File: src/rtl/axi4_stream_arbiter_if.sv
`default_nettype none
// ============================================================================
// Module   : axi4_stream_arbiter_if
// Brief    : Four-slave / one-master AXI4-Stream bundle with arbiter sideband.
// Revision : 1.0
// ============================================================================
interface axi4_stream_arbiter_if #(
    parameter int DATABUSWIDTH = 16,
    parameter int TDESTWIDTH   = 2
);
    logic [3:0]                    s_axis_tvalid;
    logic [3:0]                    s_axis_tready;
    logic [4*8*DATABUSWIDTH-1:0]   s_axis_tdata;
    logic [4*DATABUSWIDTH-1:0]     s_axis_tkeep;
    logic [3:0]                    s_axis_tlast;
    logic                          m_axis_tvalid;
    logic                          m_axis_tready;
    logic [8*DATABUSWIDTH-1:0]     m_axis_tdata;
    logic [DATABUSWIDTH-1:0]       m_axis_tkeep;
    logic                          m_axis_tlast;
    logic [TDESTWIDTH-1:0]         m_axis_tdest;
    logic [3:0]                    port_enable;
    logic                          busy;
    logic [1:0]                    grant_port;

    // Arbiter view: consumes the four slave streams, drives the master stream.
    modport master (
        input  s_axis_tvalid, s_axis_tdata, s_axis_tkeep, s_axis_tlast,
        output s_axis_tready,
        output m_axis_tvalid, m_axis_tdata, m_axis_tkeep, m_axis_tlast, m_axis_tdest,
        input  m_axis_tready,
        input  port_enable,
        output busy, grant_port
    );

    modport slave (
        output s_axis_tvalid, s_axis_tdata, s_axis_tkeep, s_axis_tlast,
        input  s_axis_tready,
        input  m_axis_tvalid, m_axis_tdata, m_axis_tkeep, m_axis_tlast, m_axis_tdest,
        output m_axis_tready,
        output port_enable,
        input  busy, grant_port
    );
endinterface
`default_nettype wire

File: src/rtl/axi4_stream_arbiter.sv
`default_nettype none
// ============================================================================
// Module   : axi4_stream_arbiter
// Brief    : 4:1 round-robin AXI4-Stream arbiter with packet lock and a
//            registered master output stage.
// Revision : 1.0
// ============================================================================
module axi4_stream_arbiter #(
    parameter int DATABUSWIDTH = 16,
    parameter int TDESTWIDTH   = 2
) (
    input  wire logic               clk,
    input  wire logic               reset,
    axi4_stream_arbiter_if.master   bus
);
    localparam int c_DATA_W = 8 * DATABUSWIDTH;

    typedef enum logic [1:0] {
        ST_IDLE  = 2'd0,
        ST_GRANT = 2'd1,
        ST_PASS  = 2'd2
    } state_t;

    state_t                  r_state;
    logic [1:0]              r_rr_ptr;
    logic [1:0]              r_grant_port;
    logic                    r_m_tvalid;
    logic                    r_m_tlast;
    logic [c_DATA_W-1:0]     r_m_tdata;
    logic [DATABUSWIDTH-1:0] r_m_tkeep;
    logic [TDESTWIDTH-1:0]   r_m_tdest;

    logic [3:0]              w_req;
    logic [1:0]              w_pick;
    logic [1:0]              w_idx;
    logic                    w_found;
    logic                    w_sink_ready;
    logic                    w_accept;
    logic [c_DATA_W-1:0]     w_sel_data;
    logic [DATABUSWIDTH-1:0] w_sel_keep;
    logic                    w_sel_last;

    assign w_req = bus.s_axis_tvalid & bus.port_enable;

    // Scan from rr_ptr+3 down to rr_ptr so the last hit is the nearest one.
    always_comb begin
        w_pick  = r_rr_ptr;
        w_found = 1'b0;
        w_idx   = r_rr_ptr;
        for (int i = 3; i >= 0; i--) begin
            w_idx = r_rr_ptr + 2'(i);
            if (w_req[w_idx]) begin
                w_pick  = w_idx;
                w_found = 1'b1;
            end
        end
    end

    assign w_sel_data   = bus.s_axis_tdata[int'(r_grant_port) * c_DATA_W +: c_DATA_W];
    assign w_sel_keep   = bus.s_axis_tkeep[int'(r_grant_port) * DATABUSWIDTH +: DATABUSWIDTH];
    assign w_sel_last   = bus.s_axis_tlast[r_grant_port];
    assign w_sink_ready = ~r_m_tvalid | bus.m_axis_tready;
    assign w_accept     = (r_state == ST_PASS) && w_sink_ready && bus.s_axis_tvalid[r_grant_port];

    assign bus.s_axis_tready = ((r_state == ST_PASS) && w_sink_ready) ? (4'b0001 << r_grant_port)
                                                                      : 4'b0000;

    always_ff @(posedge clk or posedge reset) begin
        if (reset) begin
            r_state      <= ST_IDLE;
            r_rr_ptr     <= 2'd0;
            r_grant_port <= 2'd0;
            r_m_tvalid   <= 1'b0;
            r_m_tlast    <= 1'b0;
            r_m_tdata    <= '0;
            r_m_tkeep    <= '0;
            r_m_tdest    <= '0;
        end else begin
            case (r_state)
                ST_IDLE: begin
                    if (w_found) begin
                        r_grant_port <= w_pick;
                        r_state      <= ST_GRANT;
                    end
                end
                ST_GRANT: r_state <= ST_PASS;
                ST_PASS: begin
                    // Grant is held until the granted port's tlast is taken.
                    if (w_accept && w_sel_last) begin
                        r_state  <= ST_IDLE;
                        r_rr_ptr <= r_grant_port + 2'd1;
                    end
                end
                default: r_state <= ST_IDLE;
            endcase

            if (w_accept) begin
                r_m_tvalid <= 1'b1;
                r_m_tdata  <= w_sel_data;
                r_m_tkeep  <= w_sel_keep;
                r_m_tlast  <= w_sel_last;
                r_m_tdest  <= TDESTWIDTH'(r_grant_port);
            end else if (bus.m_axis_tready) begin
                r_m_tvalid <= 1'b0;
            end
        end
    end

    assign bus.m_axis_tvalid = r_m_tvalid;
    assign bus.m_axis_tdata  = r_m_tdata;
    assign bus.m_axis_tkeep  = r_m_tkeep;
    assign bus.m_axis_tlast  = r_m_tlast;
    assign bus.m_axis_tdest  = r_m_tdest;
    assign bus.busy          = (r_state != ST_IDLE) | r_m_tvalid;
    assign bus.grant_port    = r_grant_port;

endmodule
`default_nettype wire

File: src/flat_wrapper.sv
// flat-port wrapper written by rule: the top's interface ports become plain ports
module axi4_stream_arbiter_flat 
#(
    parameter int DATABUSWIDTH = 16,
    parameter int TDESTWIDTH   = 2
)
  (clk, reset, bus_s_axis_tvalid, bus_s_axis_tdata, bus_s_axis_tkeep, bus_s_axis_tlast, bus_s_axis_tready, bus_m_axis_tvalid, bus_m_axis_tdata, bus_m_axis_tkeep, bus_m_axis_tlast, bus_m_axis_tdest, bus_m_axis_tready, bus_port_enable, bus_busy, bus_grant_port);
  axi4_stream_arbiter_if #(.DATABUSWIDTH(DATABUSWIDTH), .TDESTWIDTH(TDESTWIDTH)) bus_i ();
  input  wire logic clk;
  input  wire logic reset;
  input wire logic [$bits(bus_i.s_axis_tvalid)-1:0] bus_s_axis_tvalid;
  input wire logic [$bits(bus_i.s_axis_tdata)-1:0] bus_s_axis_tdata;
  input wire logic [$bits(bus_i.s_axis_tkeep)-1:0] bus_s_axis_tkeep;
  input wire logic [$bits(bus_i.s_axis_tlast)-1:0] bus_s_axis_tlast;
  output wire logic [$bits(bus_i.s_axis_tready)-1:0] bus_s_axis_tready;
  output wire logic [$bits(bus_i.m_axis_tvalid)-1:0] bus_m_axis_tvalid;
  output wire logic [$bits(bus_i.m_axis_tdata)-1:0] bus_m_axis_tdata;
  output wire logic [$bits(bus_i.m_axis_tkeep)-1:0] bus_m_axis_tkeep;
  output wire logic [$bits(bus_i.m_axis_tlast)-1:0] bus_m_axis_tlast;
  output wire logic [$bits(bus_i.m_axis_tdest)-1:0] bus_m_axis_tdest;
  input wire logic [$bits(bus_i.m_axis_tready)-1:0] bus_m_axis_tready;
  input wire logic [$bits(bus_i.port_enable)-1:0] bus_port_enable;
  output wire logic [$bits(bus_i.busy)-1:0] bus_busy;
  output wire logic [$bits(bus_i.grant_port)-1:0] bus_grant_port;
  assign bus_i.s_axis_tvalid = bus_s_axis_tvalid;
  assign bus_i.s_axis_tdata = bus_s_axis_tdata;
  assign bus_i.s_axis_tkeep = bus_s_axis_tkeep;
  assign bus_i.s_axis_tlast = bus_s_axis_tlast;
  assign bus_s_axis_tready = bus_i.s_axis_tready;
  assign bus_m_axis_tvalid = bus_i.m_axis_tvalid;
  assign bus_m_axis_tdata = bus_i.m_axis_tdata;
  assign bus_m_axis_tkeep = bus_i.m_axis_tkeep;
  assign bus_m_axis_tlast = bus_i.m_axis_tlast;
  assign bus_m_axis_tdest = bus_i.m_axis_tdest;
  assign bus_i.m_axis_tready = bus_m_axis_tready;
  assign bus_i.port_enable = bus_port_enable;
  assign bus_busy = bus_i.busy;
  assign bus_grant_port = bus_i.grant_port;
  axi4_stream_arbiter #(.DATABUSWIDTH(DATABUSWIDTH), .TDESTWIDTH(TDESTWIDTH)) u_core (.clk(clk), .reset(reset), .bus(bus_i));
endmodule
File: config.mk
export PLATFORM = sky130hd
export DESIGN_NAME = axi4_stream_arbiter_flat
export DESIGN_NICKNAME = d
export VERILOG_FILES = /design/src/rtl/axi4_stream_arbiter_if.sv /design/src/rtl/axi4_stream_arbiter.sv /design/src/flat_wrapper.sv
export SDC_FILE = /design/constraint.sdc
export NUM_CORES = 1
export LEC_CHECK = 0
export BUFFER_PORTS_ARGS = -buffer_cell sky130_fd_sc_hd__buf_2
export CAP_MARGIN = 0
export CORE_AREA = 3 3 288 290
export CTS_BUF_LIST = sky130_fd_sc_hd__clkbuf_8
export DETAILED_ROUTE_END_ITERATION = 10
export DIE_AREA = 0 0 291 293
export PLACE_DENSITY = 0.35
export SKIP_LAST_GASP = 1
export SLEW_MARGIN = 0
export SYNTH_ARGS = -nofsm -noshare
export SYNTH_HDL_FRONTEND = slang
export SYNTH_SLANG_ARGS = --single-unit
File: constraint.sdc
create_clock -name clk -period 6.05 [get_ports clk]
set_input_delay 1.21 -clock clk [delete_from_list [all_inputs] [get_ports clk]]
set_output_delay 1.21 -clock clk [all_outputs]
set_load 0.01 [all_outputs]
==> results of run 1 <==
[report_power, final]
group          internal (uW)  switching, uW  leakage (uW)
Combinational           2240           1680       0.00516
Clock                    336            461      0.000179
Sequential              1570            379       0.00182
Total                   4150           2520       0.00716
[flip-flops by register name, indices dropped and copies added, names as in the netlist]
name and count:
u_core.bus.m_axis_tdest 2, u_core.bus.grant_port 2, u_core.r_state 2, u_core.bus.m_axis_tkeep 16
u_core.bus.m_axis_tvalid 1, u_core.bus.m_axis_tlast 1, u_core.r_rr_ptr 2, u_core.bus.m_axis_tdata 128
[per-stage QoR]
step                utilization, %  std cells  setup WS [ps]  hold slack (ps)  cell area (um^2)
finish                        18.6       2339           2460              487             15000
global route                  18.6       2339           2290              502             15000
CTS                           18.6       2339           2360              493             15000
detailed placement            18.2       2307           2290              468             14600
global placement              18.2       2307           2270              468             14600
floorplan                        -        546            690              507              9900
[critical path, cell delays in order]
cell and delay, ps:
buf_2 90, inv_1 40, a21oi_1 660, and2_1 250, buf_2 130
[layout make-up]
class	count	area (um^2)
Fill cell	8875	65600
Tap cell	1060	1330
Clock buffer	18	248
Multi-Input combinational cell	335	5590
Inverter	7	31.3
Clock inverter	14	121
Timing Repair Buffer	751	3810
Sequential cell	154	3860
[how the worst max path moves through the flow]
stage                                               startpoint                                       end  slack, ps
after detailed placement                     bus_m_axis_tready  u_core.bus.m_axis_tdata[108]$_DFFE_PP0P_       2290
after global placement                       bus_m_axis_tready   u_core.bus.m_axis_tdata[49]$_DFFE_PP0P_       2270
final                                        bus_m_axis_tready                      bus_s_axis_tready[1]       2460
after CTS                 u_core.bus.grant_port[1]$_DFFE_PP0P_                         bus_grant_port[1]       2360
after global routing      u_core.bus.grant_port[1]$_DFFE_PP0P_                         bus_grant_port[1]       2290
after floorplan                                          reset      u_core.bus.grant_port[0]$_DFFE_PP0P_        690
[cells in the mapped netlist (2+ instances only)]
| cell | count | area [um^2] |
|---|---|---|
| a21o_1 | 2 | 15.0 |
| a21oi_1 | 4 | 20.0 |
| and2_1 | 4 | 25.0 |
| buf_12 | 11 | 220 |
| buf_2 | 17 | 85.1 |
| buf_4 | 2 | 15.0 |
| buf_6 | 4 | 45.0 |
| clkbuf_1 | 14 | 52.6 |
| dfrtp_1 | 154 | 3850 |
| ha_1 | 4 | 50.1 |
| inv_1 | 7 | 26.3 |
| mux2_1 | 18 | 203 |
| mux2_2 | 29 | 327 |
| mux2_4 | 100 | 1500 |
| mux4_2 | 145 | 3270 |
| nand2_1 | 6 | 22.5 |
| nand2b_1 | 2 | 12.5 |
| nand3_1 | 4 | 20.0 |
| o21ai_0 | 4 | 20.0 |
[cell families after synthesis]
family,after synthesis,share of synthesized area [%]
AO/OA/AOI/OAI,18,1.24
adder cells (fa/ha/maj),4,0.506
buffers and inverters,57,4.68
flip-flops,154,38.9
multiplexers,293,53.6
AND/OR/NAND/NOR,20,1.02
[per-layer routing]
| layer | share of wire, % | up-vias | GRT usage [%] | wire length, um |
|---|---|---|---|---|
| met3 | 8.7 | 47 | 3.67 | 3580 |
| met1 | 35 | 4134 | 9.63 | 14500 |
| met5 | 0.12 | - | 0 | 48 |
| met2 | 54 | 446 | 17.3 | 22200 |
| li1 | - | 3671 | - | - |
| met4 | 1.6 | 8 | 2.62 | 640 |
[placed cells by master (no fill, tap or decap), types with 5 or more instances in the layout]
cell type,synthesis,final
clkinvlp_4,0,5
clkbuf_8,0,18
mux2_1,18,18
dfrtp_1,154,152
mux4_2,145,145
inv_1,7,7
buf_2,17,745
mux2_2,29,29
mux2_4,100,100
inv_6,0,5
nand2_1,6,6
==> summary.txt, run 1 <==
STA
  • Slew Limit Fails: 0
  • Final Critical Period: between 3000 and 4000 ps
  • Final setup viols: 0
  • Final hold violations: 0
  • TNS Setup: 0 ps
  • FMAX: 0.278 GHz
  • Layout Skew: ~14 ps
  • Rel. slew slack: 36.6%
  • Unrepaired setup endpoints after global routing: false
  • Fin crit share: 59.4%
  • Slew @ Worst Pin: 951 ps

Logic synthesis
  • Synth warn: 0
  • Cell variety after synth: 34
  • Fraction of registers with async set/reset: 100%
  • Synth Cell Area: 0.00990 mm^2
  • EDFF count, synth: 0
  • Syn nets: about 1100
  • Post-synthesis register bit count: between 150 and 200
  • Syn Area/Cell: ~18 um^2
  • Syn Inst Count: around 550
  • Top_reg_cell synth: dfrtp_1
  • Post-synthesis sequential area ratio: between 30% and 40%

Worst hold path
  • Hold path start: u_core.bus.m_axis_tlast$_DFFE_PP0P_
  • Worst min-delay path class: reg2reg
  • Hold path endpoint: u_core.bus.m_axis_tlast$_DFFE_PP0P_
  • Hold Crit Depth: 1

Clock tree
  • Clock tree root driver cell: clkbuf_8
  • CTS tree: done
  • Clock latency on the worst-skew pair: about 520 ps
  • CTS Buffer Depth: 2
  • Clk sinks: about 150
  • CTS Buf Count: 17
  • # resized after CTS: 0
  • Hold-fix buffers, CTS: 0
  • H-tree lvl count: 4
  • Post-CTS setup buffer count: 0
  • Clock Pin Slew Worst Setup and Hold Paths: approximately 100 ps

Drt
  • Drt first pass iters: 4
  • Avg Vias per Cell: roughly 3.6
  • WL final: 41000 um
  • Via count: between 8000 and 9000
  • WL/cell: between 15 and 20 um
  • Initial DRC Count: 224
  • DRC: 0
  • Post-DRT Antenna Nets: 0

Floorplan
  • Core Area: slightly above 0.08 mm^2
  • Initial core utilization: between 10% and 20%
  • DIE AREA: between 0.08 and 0.09 mm^2
  • IO Count: ~750
  • Num rows: between 100 and 150
  • Horiz. Die Dim: between 200 and 300 um
  • Die Ht: just under 300 um

Placed design
  • Final GP Congestion: 0.840
  • Dpl hpwl: around 34000 um
  • Port Buf Inserts: 745

Run
  • Max-Cap Viols: 0

Layout
  • Layout cell share with drive strength beyond 1: a little over 80%
  • Final nets: about 1900
  • Area Growth Syn to Fin: 51.5%
  • Diodes inserted: 0

Global route
  • Antenna violations before repair: 8
  • GRT Overall Usage: a little under a tenth
  • First-pass GRT wire length: slightly below 60000 um
  • Vias in the first global route: 9262
  • Largest net degree at the start of global routing: between 80 and 90
  • GRT Residual Overflow: 0

Setup path
  • Worst r2r path cells: 4
  • Crit end category: output pin
  • RR Startpoint: u_core.bus.grant_port[1]$_DFFE_PP0P_
  • RR Endpoint: u_core.bus.m_axis_tdata[45]$_DFFE_PP0P_
  • R2R setup slack: just under 3000 ps
  • Worst-path fanout max: 6
  • Setup crit start kind: input port
  • Crit path kind: in2out
  • WP data arrival: 2380 ps
  • Worst Path Required: around 4800 ps

Pwr
  • P_leak: 0.00716 uW
  • Cell Pwr Density: between 400 and 500 mW/mm^2
  • Worst IR Drop VDD: between 200 and 250 uV
  • Power, Total: roughly 6700 uW

Status
  • Outcome: complete, no violations
(Power assumes the default switching activity.)
==> inputs of run 2 (changes only) <==
==> constraint.sdc (replaced) <==
create_clock -name clk -period 3.45 [get_ports clk]
set_input_delay 0.69 -clock clk [delete_from_list [all_inputs] [get_ports clk]]
set_output_delay 0.69 -clock clk [all_outputs]
set_load 0.01 [all_outputs]
==> run 2 against run 1 <==
Die area unchanged. Clock skew rose by 3.2 ps. Critical path depth is the same. Flip-flop and latch count stayed put. Final area up 1.8%. Combinational power up 82%. Worst hold slack worse by 250 ps. Global-route usage down 0.14 points. Core utilization grew 0.33 points.
==> summary.txt, run 2 (synthesis results as in run 1) <==
Status
  • Outcome: complete, no violations

Drt
  • WL/cell: ~17 um
  • WL final: between 40000 and 50000 um
  • Initial DRC Count: about 260
  • DRC: 0
  • Via count: 8291
  • Post-DRT Antenna Nets: 0
  • Drt first pass iters: 4
  • Avg Vias per Cell: between 3 and 4

STA
  • Final setup viols: 0
  • TNS Setup: 0 ps
  • Unrepaired setup endpoints after global routing: false
  • Final hold violations: 0
  • Final Critical Period: between 2000 and 3000 ps
  • Slew @ Worst Pin: about 570 ps
  • Slew Limit Fails: 0
  • Fin crit share: between 70% and 80%
  • Hold_ws: approximately 240 ps
  • Layout Skew: about 18 ps
  • FMAX: approximately 0.37 GHz
  • Rel. slew slack: ~62%

Setup path
  • Crit end category: output pin
  • Slowest stage delay, CP: 630 ps
  • Stages on the worst setup path: 5
  • Worst-path fanout max: 28
  • Worst r2r path cells: 4
  • Crit path from: u_core.bus.grant_port[0]$_DFFE_PP0P_
  • R2R setup slack: 1160 ps
  • Crit path kind: reg2out
  • RR Endpoint: u_core.bus.m_axis_tdata[67]$_DFFE_PP0P_
  • CP Cell Sequence: buf_12, inv_1, ha_1, and2_1, buf_2
  • WP data arrival: slightly above 2000 ps
  • Worst Path Required: roughly 2800 ps
  • CP endpoint: bus_s_axis_tready[0]
  • Slowest cell on the critical path: dfrtp_4
  • Setup crit start kind: flop
  • CP top delay family: flip-flops
  • Worst path bufs/invs: 3
  • RR Startpoint: u_core.bus.grant_port[0]$_DFFE_PP0P_

Layout
  • Most common cell after layout, fill and taps aside: buf_2
  • Layout cell share with drive strength beyond 1: 82.9%
  • Most frequent cells in the layout: 745 x buf_2, 152 x dfrtp_1, 145 x mux4_2
  • Final nets: 1877
  • Max reg flops: around 130
  • Area Growth Syn to Fin: 54.2%

Pwr
  • Sw Share: 37.1%
  • Power Internal: 7480 uW
  • Clk pwr share: between 10% and 20%
  • Cell Pwr Density: 779 mW/mm^2
  • Sw Pwr: about 4400 uW
  • Worst IR Drop VDD: between 200 and 300 uV
  • Combinational Power Share: 60.0%
  • P_leak: ~0.0073 uW
  • Flop pwr share: approximately 28%

Floorplan
  • Die Ht: between 200 and 300 um
  • Horiz. Die Dim: 291 um
  • Initial core utilization: 12.3%
  • DIE AREA: roughly 0.085 mm^2
  • Num rows: 104
  • IO Count: between 700 and 800
  • Core Area: roughly 0.081 mm^2

Clock tree
  • # resized after CTS: 0
  • CTS tree: done
  • Clock latency on the worst-skew pair: about 520 ps
  • CTS Buf Count: 17
  • Clk sinks: 154
  • CTS Buffer Depth: 2
  • Hold-fix buffers, CTS: 0
  • Clock tree root driver cell: clkbuf_8
  • Clock Pin Slew Worst Setup and Hold Paths: 100 ps
  • Post-CTS setup buffer count: 0
  • H-tree lvl count: 4

Global route
  • Vias in the first global route: around 9400
  • GRT Overall Usage: under 10%
  • GRT Residual Overflow: 0
  • Largest net degree at the start of global routing: 80
  • First-pass GRT wire length: between 50000 and 60000 um
  • Antenna violations before repair: 10

Placed design
  • Port Buf Inserts: between 700 and 800
  • Dpl hpwl: approximately 34000 um
  • Final GP Congestion: between 0.8 and 0.9

Worst hold path
  • Worst min-delay path class: in2async

Run
  • Max-Cap Viols: 0
[run 2: final cells by class]
type,count,area [um^2]
fillers,8828,65300
multi-input cells,335,5590
repair buffers,767,4060
flip-flops and latches,154,3860
well taps,1060,1330
clock buffers,17,234
clock inverters,15,154
inverters,7,30.0
diodes,2,5.00
[run 2: worst register-to-register path, delay by kind of cell (launching register included)]
kind,cells,cell delay (ps)
multiplexers,2,890
buffers and inverters,2,650
flip-flops,1,630
[run 2: power groups by stage]
| stage | registers, uW | clock network (uW) | logic [uW] |
|---|---|---|---|
| finish | 3320 | 1430 | 7120 |
| global route | 3480 | 1640 | 7690 |
| CTS | 3340 | 1580 | 7360 |
| detailed placement | 3360 | 0 | 7340 |
| floorplan | 3690 | 0 | 4620 |
| global placement | 3380 | 0 | 7320 |
[run 2: worst min path at each step]
stage / from / end / slack, ps / cells after the start
finish: reset / u_core.bus.m_axis_tdata[38]$_DFFE_PP0P_ / 240 / 3
global placement: u_core.bus.m_axis_tdata[2]$_DFFE_PP0P_ / u_core.bus.m_axis_tdata[2]$_DFFE_PP0P_ / 470 / 1
CTS: reset / u_core.bus.m_axis_tdata[38]$_DFFE_PP0P_ / 160 / 3
detailed placement: u_core.bus.m_axis_tdata[1]$_DFFE_PP0P_ / u_core.bus.m_axis_tdata[1]$_DFFE_PP0P_ / 480 / 1
floorplan: u_core.r_state[0]$_DFFE_PP0P_ / u_core.r_state[1]$_DFFE_PP0P_ / 510 / 2
global route: reset / u_core.bus.m_axis_tdata[38]$_DFFE_PP0P_ / 190 / 3
[run 2: through the flow]
stage | power [uW] | util (%) | setup WS (ps) | cells | cell area (um^2)
3_3_place_gp | 10700 | 18.5 | 908 | 2323 | 14900
3_5_place_dp | 10700 | 18.5 | 883 | 2323 | 14900
2_1_floorplan | 8310 | - | 815 | 546 | 9900
5_1_grt | 12800 | 18.9 | 470 | 2355 | 15300
4_1_cts | 12300 | 18.9 | 553 | 2355 | 15300
6_report | 11900 | 18.9 | 732 | 2357 | 15300
[run 2: metal layers]
layer / global-route usage, % / part of all wire, %
met2: 17.1 / 54
met5: 0 / 0.26
met1: 9.38 / 34
met3: 3.92 / 9.5
met4: 2.31 / 1.4
